`src/rtl/vga_timing_gen.sv`:
```
// Parametrised raster timing generator: X/Y position, sync, blank, data-enable,
// line/frame strobes and a completed-frame counter. X/Y lead the sync/blank
// outputs by LEAD pixel-enabled steps so a pipelined pixel source lines up.
module vga_timing_gen #(
  parameter int W     = 640,
  parameter int H     = 480,
  parameter int HFP   = 16,
  parameter int HSYNC = 96,
  parameter int HBP   = 48,
  parameter int VFP   = 10,
  parameter int VSYNC = 2,
  parameter int VBP   = 33,
  parameter int HPOL  = 0,
  parameter int VPOL  = 0,
  parameter int LEAD  = 0,
  parameter int XW    = 11,
  parameter int YW    = 10,
  parameter int FW    = 8
) (
  input  logic          CLK,
  input  logic          RST_,
  input  logic          CE,
  input  logic          EN,
  output logic [XW-1:0] X,
  output logic [YW-1:0] Y,
  output logic          SOL,
  output logic          SOF,
  output logic          HB,
  output logic          VB,
  output logic          DE,
  output logic          HS,
  output logic          VS,
  output logic [FW-1:0] FRAME
);

  // Raster geometry
  localparam int HTOTAL   = W + HFP + HSYNC + HBP;
  localparam int VTOTAL   = H + VFP + VSYNC + VBP;
  localparam int HS_START = W + HFP;
  localparam int HS_END   = W + HFP + HSYNC;
  localparam int VS_START = H + VFP;
  localparam int VS_END   = H + VFP + VSYNC;

  localparam logic HPOL_L = (HPOL != 0);
  localparam logic VPOL_L = (VPOL != 0);

  // Sized compare constants; the sync end bounds get one extra bit because
  // a zero back porch puts them exactly at HTOTAL/VTOTAL.
  localparam logic [XW-1:0] X_LAST  = XW'(HTOTAL - 1);
  localparam logic [YW-1:0] Y_LAST  = YW'(VTOTAL - 1);
  localparam logic [XW-1:0] X_ACT   = XW'(W);
  localparam logic [YW-1:0] Y_ACT   = YW'(H);
  localparam logic [XW:0]   X_HS0   = (XW+1)'(HS_START);
  localparam logic [XW:0]   X_HS1   = (XW+1)'(HS_END);
  localparam logic [YW:0]   Y_VS0   = (YW+1)'(VS_START);
  localparam logic [YW:0]   Y_VS1   = (YW+1)'(VS_END);

  // Video control word layout: {hb, vb, de, hs, vs}
  localparam logic [4:0] BLANK = {1'b1, 1'b1, 1'b0, ~HPOL_L, ~VPOL_L};

  // Reject illegal configurations at elaboration
  if (LEAD < 0 || LEAD > 4) begin : g_bad_lead
    $error("vga_timing_gen: LEAD must be in 0..4");
  end
  if ((HTOTAL - 1) >= (2 ** XW)) begin : g_bad_xw
    $error("vga_timing_gen: XW too small for HTOTAL-1");
  end
  if ((VTOTAL - 1) >= (2 ** YW)) begin : g_bad_yw
    $error("vga_timing_gen: YW too small for VTOTAL-1");
  end

  logic [XW-1:0] x_r;
  logic [YW-1:0] y_r;
  logic [FW-1:0] frame_r;
  logic          x_last_s;
  logic          y_last_s;
  logic [4:0]    raw_s;
  logic [4:0]    vid_s;

  assign x_last_s = (x_r == X_LAST);
  assign y_last_s = (y_r == Y_LAST);

  // Position counters: EN low parks the raster at the origin, CE gates stepping
  always_ff @(posedge CLK or negedge RST_) begin
    if (!RST_) begin
      x_r <= '0;
      y_r <= '0;
    end else if (!EN) begin
      x_r <= '0;
      y_r <= '0;
    end else if (CE) begin
      if (x_last_s) begin
        x_r <= '0;
        y_r <= y_last_s ? '0 : y_r + YW'(1);
      end else begin
        x_r <= x_r + XW'(1);
      end
    end
  end

  // Completed-frame counter, bumped on the step that leaves the last pixel
  always_ff @(posedge CLK or negedge RST_) begin
    if (!RST_) begin
      frame_r <= '0;
    end else if (EN && CE && x_last_s && y_last_s) begin
      frame_r <= frame_r + FW'(1);
    end
  end

  // Raw decode of the current lead position
  always_comb begin
    logic hb_v;
    logic vb_v;
    logic hs_act_v;
    logic vs_act_v;
    hb_v     = (x_r >= X_ACT);
    vb_v     = (y_r >= Y_ACT);
    hs_act_v = ({1'b0, x_r} >= X_HS0) && ({1'b0, x_r} < X_HS1);
    vs_act_v = ({1'b0, y_r} >= Y_VS0) && ({1'b0, y_r} < Y_VS1);
    raw_s    = {hb_v, vb_v, (!hb_v && !vb_v),
                (hs_act_v ? HPOL_L : ~HPOL_L),
                (vs_act_v ? VPOL_L : ~VPOL_L)};
  end

  if (LEAD == 0) begin : g_direct
    // No delay stages: drive the decode straight out, blanked while stopped
    always_comb begin
      if (!EN) begin
        vid_s = BLANK;
      end else begin
        vid_s = raw_s;
      end
    end
  end else begin : g_pipe
    logic [4:0] pipe_r [LEAD];

    // Delay line: shifts the decode along on pixel-enabled steps only
    always_ff @(posedge CLK or negedge RST_) begin
      if (!RST_) begin
        for (int i = 0; i < LEAD; i++) pipe_r[i] <= BLANK;
      end else if (!EN) begin
        for (int i = 0; i < LEAD; i++) pipe_r[i] <= BLANK;
      end else if (CE) begin
        pipe_r[0] <= raw_s;
        for (int i = 1; i < LEAD; i++) pipe_r[i] <= pipe_r[i-1];
      end
    end

    // Last stage is the visible timing
    always_comb begin
      vid_s = pipe_r[LEAD-1];
    end
  end

  assign X     = x_r;
  assign Y     = y_r;
  assign FRAME = frame_r;
  assign HB    = vid_s[4];
  assign VB    = vid_s[3];
  assign DE    = vid_s[2];
  assign HS    = vid_s[1];
  assign VS    = vid_s[0];
  assign SOL   = EN && CE && (x_r == '0);
  assign SOF   = SOL && (y_r == '0);

endmodule

```
`config.mk`:
```
export PLATFORM = sky130hd
export DESIGN_NAME = vga_timing_gen
export DESIGN_NICKNAME = d
export VERILOG_FILES = /design/src/rtl/vga_timing_gen.sv
export SDC_FILE = /design/constraint.sdc
export NUM_CORES = 1
export LEC_CHECK = 0
export BUFFER_PORTS_ARGS = -buffer_cell sky130_fd_sc_hd__buf_4
export CAP_MARGIN = 20
export CORE_ASPECT_RATIO = 1.2
export CORE_MARGIN = 4
export CORE_UTILIZATION = 40
export CTS_CLUSTER_SIZE = 40
export DETAILED_ROUTE_END_ITERATION = 16
export PLACE_DENSITY = 0.61
export SLEW_MARGIN = 20
export SYNTH_ARGS = -nofsm -noshare
export SYNTH_HDL_FRONTEND = slang
export SYNTH_SLANG_ARGS = --single-unit
```
`constraint.sdc`:
```
create_clock -name CLK -period 2 [get_ports CLK]
set_input_delay 0.1 -clock CLK [delete_from_list [all_inputs] [get_ports CLK]]
set_output_delay 0.1 -clock CLK [all_outputs]
set_load 0.005 [all_outputs]
```
# Word level (Yosys, flattened, before mapping)
# Cells that the tools add are included.
[classes]
addsub = 3
magnitude_cmp = 6
n_eq_ne = 4
muxes = 10
n_reduce_logical = 13
[op_table]
columns = ["cell", "count"]
rows = [
  ["two-way mux 10 bit", 4],
  ["two-way mux 11 bit", 3],
  [">= comparator 11 x 10 -> 1 bit (second input constant)", 2],
  [">= comparator 10 x 9 -> 1 bit (second input constant)", 2],
  ["adder 11 x 1 -> 11 bit (second input constant)", 1],
  ["equality test 11 x 10 -> 1 bit (second input constant)", 1],
  ["zero test 11 bit", 1],
  ["less-than comparator 11 x 10 -> 1 bit (second input constant)", 1],
  ["adder 10 x 1 -> 10 bit (second input constant)", 1],
  ["equality test 10 bit (second input constant)", 1],
  ["zero test 10 bit", 1],
  ["less-than comparator 10 x 9 -> 1 bit (second input constant)", 1],
  ["adder 8 x 1 -> 8 bit (second input constant)", 1],
  ["logical AND 1 bit", 8],
  ["two-way mux 5 bit", 1],
  ["zero test 1 bit", 2],
  ["two-way mux 1 bit", 2],
  ["!= test 2 x 1 -> 1 bit (second input constant)", 1],
  ["!= test 2 bit (second input constant)", 1],
  ["AND reduction 2 bit", 1],
]
[totals]
regBits = 29
in_bits = 4
output_inout_bits = 36
elab_cells = 39

# Longest topological paths before layout
# Gate-level depths: netlist (run 1).
[logic_depth]
depth_word = 5
depth_mapped = 6
mapped_depth_nobuf = 6

# Least setup slack after synthesis (run 1)
# OpenSTA, ideal clock, no wires.
[synth_timing]
path_type = "register to register"
startpoint = "register x_r[0], in the netlist X[0]"
endpoint = "register y_r[6], in the netlist Y[6]"
setup_time_ps = 126
arrival_time_ps = 1646
t_required_ps = 1874
path_slack_ps = 228
path_stages_with_launch = 7
n_path_buf = 1
synth_period_minus_slack_ps = 1772
path_cell_list = "dfrtp_1 > ha_1 > and3_1 > buf_2 > a41o_1 > and2_1 > a221o_1"
[synth_via]
elab_chain_cells = 3
[synth_rtl]
columns = ["element", "line_no", "text"]
rows = [
  ["from (decl)", "72", "logic [XW-1:0] x_r;"],
  ["from (signal assigned)", "96", "x_r <= x_r + XW'(1);"],
  ["equality test 11 x 10 -> 1 bit", "80", "assign x_last_s = (x_r == X_LAST);"],
  ["!= test 2 x 1 -> 1 bit (no source line)", "--", ""],
  ["AND reduction 2 bit (no source line)", "--", ""],
  ["to (signal assigned)", "94", "y_r <= y_last_s ? '0 : y_r + YW'(1);"],
  ["to (decl)", "73", "logic [YW-1:0] y_r;"],
]
# Every way passes these cells.
# A chain may end at the register's enable or synchronous reset.

# Worst setup path after layout (run 1)
[layout_timing]
startpoint = "register x_r[3], in the netlist X[3]"
endpoint = "output port SOF"
[layout_via]
elab_chain_cells = 3
[layout_rtl]
columns = ["element", "line_no", "text"]
rows = [
  ["zero test 11 bit", "163", "assign SOL = EN && CE && (x_r == '0);"],
  ["logical AND 1 bit", "163", ""],
  ["logical AND 1 bit", "164", "assign SOF = SOL && (y_r == '0);"],
  ["to (decl)", "27", "output logic SOF,"],
]
# Every way passes these cells.

==> flow_metrics.tcl, run 1 <==
set metrics [dict create \
    coreArea_um2 4000 \
    nNetsFinal 245 \
    vias 1619 \
    arrival_ps 1820 \
    skew_ps 6.54 \
    drc 0 \
    fp-row-count 25 \
    io_buffers 39 \
    area_growth_pct 34.1 \
    hp-class "in2reg" \
    use_met2_pct 28.7 \
    fmax_ghz 0.522 \
    met3_usage_pct 3.11 \
    die_h_um 79.3 \
    path_clk_slew_ps 60 \
    drive_above_1_share_pct 32.5 \
    r2r_cells 6 \
    cts-htree-levels 2 \
    cp_max_fo 4 \
    synthCells 177 \
    vdd_drop_max_mv 0.473 \
    tightest_slew_ps 371 \
    grt_start_max_net_pins 30 \
    fin_hold_ws_ps 161 \
    yosysWarnings 0 \
    die_area_um2 5350 \
    wl_per_cell_um 14.7 \
    ys.flop_type "dfrtp_1" \
    synth-edff-count 0 \
    gp_congestion 0.846 \
    final.period_utilization_pct 95.9 \
    hold-path-cell-count 3 \
    cp-start-kind "register" \
    status "complete, no violations" \
    cts_root_buf "clkbuf_8" \
    finalHoldViolCount 0 \
    drtIter0Drc 81 \
    grt_util_met1_pct 22.6 \
    first_pass_iters 4 \
    grt_pass1_wl_mm 7.27 \
    yosys_register_bits 29 \
    synth.distinct_cells 44 \
    ant_nets 0 \
    total_power_uw 1270 \
    grt_overflow 0 \
    busiest_layer "met2" \
    clk_latency_ps 270 \
    drv_slew 0 \
    crit_type "reg2out" \
    postSynthAreaPerCell_um2 9.58 \
    slew_headroom_pct 75.3 \
    cts.sinks 29 \
    wirelength_mm 4.28 \
    endpoint_kind "output pin" \
    yosysSeqAreaShare_pct 42.8 \
    numCtsBuffers 5 \
    syn-cell-area_um2 1700 \
    syn_nets 186 \
    finalSetupViolCount 0 \
    fin_tns_setup_ps 0 \
    grt_usage_pct 17.5 \
    cts_tree "done" \
    worstPathRequired_ps 1900 \
    drt-vias-per-instance 5.56 \
    antenna_found_initial 0 \
    power_leakage_uw 0.00108 \
    dp_hpwl_mm 3.16 \
    start_util_pct 42.3 \
    clockBufferDepth 2 \
    stdcell_count 291 \
    diodes 0 \
    async_reset_ff_share_pct 100 \
    die_x_um 67.4 \
    io_pins 40 \
    placedCellCount 277 \
    layout_min_cycle_time_ps 1920 \
    rsz0062_at_grt "yes" \
    powerDensity_nw_per_um2 560 \
    drv_cap 0 \
    grt_pass1_vias 1518 \
]
registers in the layout, summed over array words and instances (netlist names):
name   cells
X         11
Y         10
FRAME      8
cell families after synthesis:
group	synth area share (%)
and+or+nand+nor	30.4
AOI/OAI and AO/OA	13.2
DFF	42.8
buffers and inverters	3.03
xor gates and xnor gates	6.20
adders and majority gates	3.69
muxes	0.664
where the power goes:
group,internal [uW],total (uW),switching [uW]
clock network,311,529,218
logic,65.1,136,70.7
registers,597,610,13.1
total,972,1270,302
layer usage:
layer,routed length (um),vias to the layer above
met5,0,-
met1,1840,786
met2,2180,48
met3,223,4
li1,-,781
met4,38,0
layout by cell type (no fill, tap or decap), types with 3 or more instances in the layout:
cell type  netlist  final
nand2_1         10     10
and2_1           3      3
a21oi_1          8      8
nor3_1           7      6
clkbuf_8         0      7
dfrtp_2          0      5
buf_4            0     53
and3_1           3      3
o21ai_0         10     10
nand3_1         13     13
nor4_1           4      4
dfrtp_1         29     24
nor2_1          11     11
xor2_1          10     10
inv_1           10     10
or4_1            5      5
ha_1             5      5
nand4_1          7      7
or3_1            3      3
cells in the mapped netlist (all sizes together), types with 2 or more instances:
library cell | count | area share (%)
nor3 | 7 | 2.1
and4 | 2 | 1.0
dfrtp | 29 | 43
nand2b | 2 | 0.74
o31ai | 2 | 0.89
ha | 5 | 3.7
or4 | 5 | 2.2
and3 | 3 | 1.1
or3 | 3 | 1.1
xor2 | 10 | 5.2
or2 | 2 | 0.74
nand2 | 10 | 2.2
nor2 | 11 | 2.4
nand3 | 14 | 4.4
a31oi | 3 | 1.5
nor3b | 3 | 2.0
nand4 | 8 | 3.8
nor4 | 4 | 1.5
inv | 11 | 2.4
o21ai | 10 | 3.0
buf | 2 | 0.59
nand3b | 2 | 0.89
and2 | 3 | 1.1
a22o | 2 | 1.0
a311oi | 2 | 1.0
a21oi | 8 | 2.4
xnor2 | 2 | 1.0
path summary, 6_finish.rpt:
path / startpoint / to / slack (ps)
max: X[3] / SOF / 80
min: CE / X[1] / 160
max reg2reg: Y[1] / Y[6] / 150
min reg2reg: FRAME[7] / FRAME[7] / 480
max in group asynchronous: RST_ / X[3] / 1410
min in group asynchronous: RST_ / Y[2] / 280
timing repair:
| item | 4_1_cts | 5_1_grt |
|---|---|---|
| pin swaps | 0 | 2 |
| resized for setup | 1 | 5 |
| setup endpoints to repair | 1 | 3 |
| hold buffers | 1 | 0 |
| hold endpoints to repair | 29 | 0 |
| buffers inserted | 0 | 5 |
stage by stage:
step | instance area [um^2] | worst slack [ps] | util (%)
3_3_place_gp | 2110 | 223 | 52.8
5_1_grt | 2270 | -1.04 | 56.8
6_report | 2270 | 82.6 | 56.8
3_5_place_dp | 2110 | 157 | 52.8
4_1_cts | 2230 | 31.3 | 55.7
2_1_floorplan | 1700 | 228 | -
layout make-up:
class,instances,area [um^2]
fillers,392,1730
clock buffers,7,96.3
multi-input cells,135,923
well taps,54,67.6
clock inverters,1,5.00
flip-flops and latches,29,732
repair buffers,54,408
inverters,11,41.3
critical path: stages (launching register included):
cell	delay, ps
dfrtp_2	430
or4_1	550
nor3_2	250
and4_1	220
buf_4	110
No activity file was read; power rests on OpenSTA's default activity.
==> run 2: changes to the inputs <==
--- a/config.mk
+++ b/config.mk
@@ -13,6 +13,7 @@
 export CTS_CLUSTER_SIZE = 40
 export DETAILED_ROUTE_END_ITERATION = 16
 export PLACE_DENSITY = 0.61
+export REMOVE_ABC_BUFFERS = 1
 export SLEW_MARGIN = 20
 export SYNTH_ARGS = -nofsm -noshare
 export SYNTH_HDL_FRONTEND = slang
==> flow_metrics.tcl, run 2 (synthesized netlist as in run 1, its figures left out) <==
set metrics [dict create \
    drive_above_1_share_pct 30.8 \
    diodes 0 \
    drt-vias-per-instance 5.49 \
    min_from "CE" \
    layout_commonest_cell "buf_4" \
    coreArea_um2 4000 \
    r2r_slack_ps 130 \
    die_x_um 67.4 \
    start_util_pct 42.3 \
    area_growth_pct 34.0 \
    wirelength_mm 4.48 \
    tightest_slew_ps 384 \
    finalSetupViolCount 0 \
    ant_nets 0 \
    endpoint_kind "output pin" \
    fp-row-count 25 \
    die_h_um 79.3 \
    hold-path-cell-count 3 \
    worstPathRequired_ps 1900 \
    place_ws_ps 113 \
    final_cell_mix "50 x buf_4, 27 x dfrtp_1, 13 x nand3_1, 11 x nor2_1" \
    timing.final.ws_setup_ps 46.1 \
    hp-class "in2reg" \
    cp-start-kind "register" \
    die_area_um2 5350 \
    cts-htree-levels 2 \
    clockBufferDepth 2 \
    grt_pass1_wl_mm 7.73 \
    crit_type "reg2out" \
    grt_usage_pct 18.7 \
    grt_overflow 0 \
    total_power_uw 1380 \
    wl_per_cell_um 15.6 \
    fin_tns_setup_ps 0 \
    nNetsFinal 242 \
    drv_cap 0 \
    drc 0 \
    vdd_drop_max_mv 0.435 \
    io_buffers 39 \
    power_leakage_uw 0.00107 \
    cts.sinks 29 \
    status "complete, no violations" \
    dp_hpwl_mm 3.37 \
    r2r-start "Y[0]" \
    reg2reg_to "FRAME[7]" \
    r2r_cells 6 \
    final.period_utilization_pct 97.7 \
    cp_max_fo 6 \
    vias 1581 \
    min_to "X[1]" \
    grt_start_max_net_pins 30 \
    largest_reg_flops 11 \
    fin_hold_ws_ps 165 \
    powerDensity_nw_per_um2 606 \
    cts_root_buf "clkbuf_8" \
    cts_tree "done" \
    first_pass_iters 4 \
    drtIter0Drc 80 \
    layout_min_cycle_time_ps 1950 \
    fmax_ghz 0.512 \
    arrival_ps 1850 \
    clk_latency_ps 280 \
    rsz0062_at_grt "yes" \
    gp_congestion 0.916 \
    fill_cells 380 \
    path_clk_slew_ps 60 \
    grt_pass1_vias 1587 \
    finalHoldViolCount 0 \
    numCtsBuffers 5 \
    antenna_found_initial 0 \
    io_pins 40 \
    slew_headroom_pct 74.2 \
    drv_slew 0 \
    skew_ps 8.24 \
]
==> run 2: final cells by class <==
| cell class | instances | area [um^2] | share of cell area, % |
|---|---|---|---|
| Clock buffer | 7 | 86.3 | 3.80 |
| Sequential cell | 29 | 728 | 32.0 |
| Timing Repair Buffer | 51 | 385 | 17.0 |
| Multi-Input combinational cell | 135 | 933 | 41.1 |
| Tap cell | 54 | 67.6 | 2.97 |
| Inverter | 11 | 41.3 | 1.82 |
| Clock inverter | 1 | 30.0 | 1.32 |
==> run 2: how the worst max path moves through the flow <==
stage	slack (ps)	to	from	depth (start not counted)
2_1_floorplan	150	Y[6]	X[0]	5
3_3_place_gp	200	FRAME[7]	Y[0]	6
3_5_place_dp	110	FRAME[5]	Y[1]	6
4_1_cts	60	SOF	X[3]	4
5_1_grt	-40	FRAME[7]	Y[0]	6
6_report	50	SOF	X[3]	4
==> run 2: worst max-delay path: stages (launching register included) <==
cell	delay, ps
dfrtp_2	450
or4_4	540
nor3_2	250
and4_1	230
buf_4	110
==> run 2: per-layer routing <==
metal,wire length (um),track usage [%],vias up
li1,-,-,771
met1,2010,23.9,764
met2,2200,30.8,39
met3,206,4.38,7
met4,65,5.68,0
met5,0,0,-
==> run 2: what timing repair did <==
action                     4_1_cts  5_1_grt
hold endpoints to repair        29        0
resized for setup                1        4
gates cloned                     0        0
setup endpoints to repair        1        6
buffers inserted                 0        1
hold buffers                     1        0
pin swaps                        0        1
==> run 2: through the flow <==
| stage | utilization (%) | cell area (um^2) | std cells |
|---|---|---|---|
| floorplan | - | 1690 | 175 |
| global route | 56.8 | 2270 | 288 |
| global placement | 53.0 | 2120 | 278 |
| finish | 56.8 | 2270 | 288 |
| detailed placement | 53.0 | 2120 | 278 |
| CTS | 56.3 | 2250 | 287 |
==> run 2: power by group <==
part / leakage (uW) / switching (uW) / total, uW / internal (uW)
clock network: 0.0000585 / 223 / 629 / 406
logic: 0.000612 / 73.2 / 139 / 65.4
registers: 0.000398 / 13.5 / 610 / 597
total: 0.00107 / 310 / 1380 / 1070
==> run 3: changes to the inputs <==
--- a/config.mk
+++ b/config.mk
@@ -9,10 +9,12 @@
 export CAP_MARGIN = 20
 export CORE_ASPECT_RATIO = 1.2
 export CORE_MARGIN = 4
-export CORE_UTILIZATION = 40
+export CORE_UTILIZATION = 35
 export CTS_CLUSTER_SIZE = 40
 export DETAILED_ROUTE_END_ITERATION = 16
-export PLACE_DENSITY = 0.61
+export GPL_ROUTABILITY_DRIVEN = 0
+export PLACE_DENSITY = 0.55
+export RECOVER_POWER = 100
 export REMOVE_ABC_BUFFERS = 1
 export SLEW_MARGIN = 20
 export SYNTH_ARGS = -nofsm -noshare
==> flow_metrics.tcl, run 3 (synthesized netlist as in run 1, its figures left out) <==
set metrics [dict create \
    status "complete, no violations" \
    layout_min_cycle_time_ps 1940 \
    vias 1639 \
    finalSetupViolCount 0 \
    r2r-start "Y[1]" \
    die_x_um 71.5 \
    min_from "CE" \
    drv_cap 0 \
    endpoint_kind "output pin" \
    r2r_slack_ps 100 \
    nNetsFinal 243 \
    drv_slew 0 \
    fmax_ghz 0.517 \
    finalHoldViolCount 0 \
    path_clk_slew_ps 60 \
    crit_type "reg2out" \
    layout_commonest_cell "buf_4" \
    powerDensity_nw_per_um2 559 \
    post-route-util_pct 49.1 \
    cp_max_fo 6 \
    vdd_drop_max_mv 0.388 \
    io_buffers 39 \
    clockBufferDepth 2 \
    drt-vias-per-instance 5.59 \
    skew_ps 5.17 \
    ant_nets 0 \
    clk_latency_ps 270 \
    rsz0062_at_grt "yes" \
    antenna_found_initial 0 \
    diodes 0 \
    tightest_slew_ps 715 \
    start_util_pct 36.6 \
    critPathLaunch "X[9]" \
    wirelength_mm 4.43 \
    slew_headroom_pct 52.3 \
    drc 0 \
    largest_reg_flops 11 \
    cts_root_buf "clkbuf_8" \
    drtIter0Drc 69 \
    min_to "X[1]" \
    hold-path-cell-count 3 \
    wl_per_cell_um 15.1 \
    grt_overflow 0 \
    arrival_ps 1840 \
    power_leakage_uw 0.00107 \
    grt_start_max_net_pins 30 \
    dp_hpwl_mm 3.34 \
    worstPathRequired_ps 1900 \
    cts_tree "done" \
    cp-start-kind "register" \
    area_growth_pct 34.0 \
    drive_above_1_share_pct 31.5 \
    final.period_utilization_pct 96.8 \
    fin_tns_setup_ps 0 \
    fp-row-count 27 \
    grt_usage_pct 15.7 \
    grt_pass1_vias 1606 \
    cts-htree-levels 2 \
    coreArea_um2 4630 \
    reg2reg_to "Y[6]" \
    die_h_um 84.2 \
    die_area_um2 6030 \
    grt_pass1_wl_mm 7.68 \
    numCtsBuffers 5 \
    hp-class "in2reg" \
    cts.sinks 29 \
    final_cell_mix "41 x buf_4, 28 x dfrtp_1, 13 x nand3_1, 11 x nor2_1" \
    io_pins 40 \
    first_pass_iters 4 \
    r2r_cells 6 \
]
-- run 3: critical path, cell delays in order (launching register included) --
cell	delay [ps]
dfrtp_1	450
or4_4	510
nor3_2	160
buf_4	140
and4_1	180
buf_4	110
-- run 3: per-layer routing --
layer	up-vias	part of all wire, %	GRT usage (%)
met5	-	0	0
met4	0	0.74	4.96
met3	4	6.6	4.79
met2	55	51	26.3
met1	802	41	18.9
li1	778	-	-
-- run 3: how the worst max path moves through the flow --
| stage | slack (ps) | cells past startpoint | endpoint |
|---|---|---|---|
| after floorplan | 150 | 5 | Y[6] |
| after global placement | 190 | 6 | Y[6] |
| after detailed placement | 140 | 6 | Y[6] |
| after CTS | 10 | 5 | SOF |
| after global routing | -70 | 6 | Y[6] |
| final | 60 | 5 | SOF |
-- run 3: what timing repair did --
action / 4_1_cts / 5_1_grt
hold buffers: 1 / 0
setup buffers: 1 / 3
hold endpoints to repair: 29 / 0
setup endpoints to repair: 1 / 7
resized for setup: 1 / 6
-- run 3: metrics by stage --
stage               hold slack, ps  power, uW  instances  setup WS [ps]  instance area (um^2)
floorplan                     -196        682        175            149                  1690
CTS                            150       1290        290           11.1                  2230
global placement              46.8        753        280            193                  2110
finish                         159       1270        293           64.4                  2270
detailed placement            49.6        755        280            135                  2110
global route                   190       1330        293          -66.0                  2270
-- run 3: area by class of cell --
cell class	count	area [um^2]
Multi-Input combinational cell	135	940
Timing Repair Buffer	52	390
Fill cell	424	2360
Sequential cell	29	727
Clock inverter	1	5.00
Inverter	11	41.3
Tap cell	58	72.6
Clock buffer	7	96.3
-- run 3: report_power, final --
part	total [uW]	switching (uW)	internal (uW)	leakage, uW
Clock	524	214	310	0.0000542
Combinational	135	71.8	63.7	0.000613
Sequential	610	13.2	597	0.000400
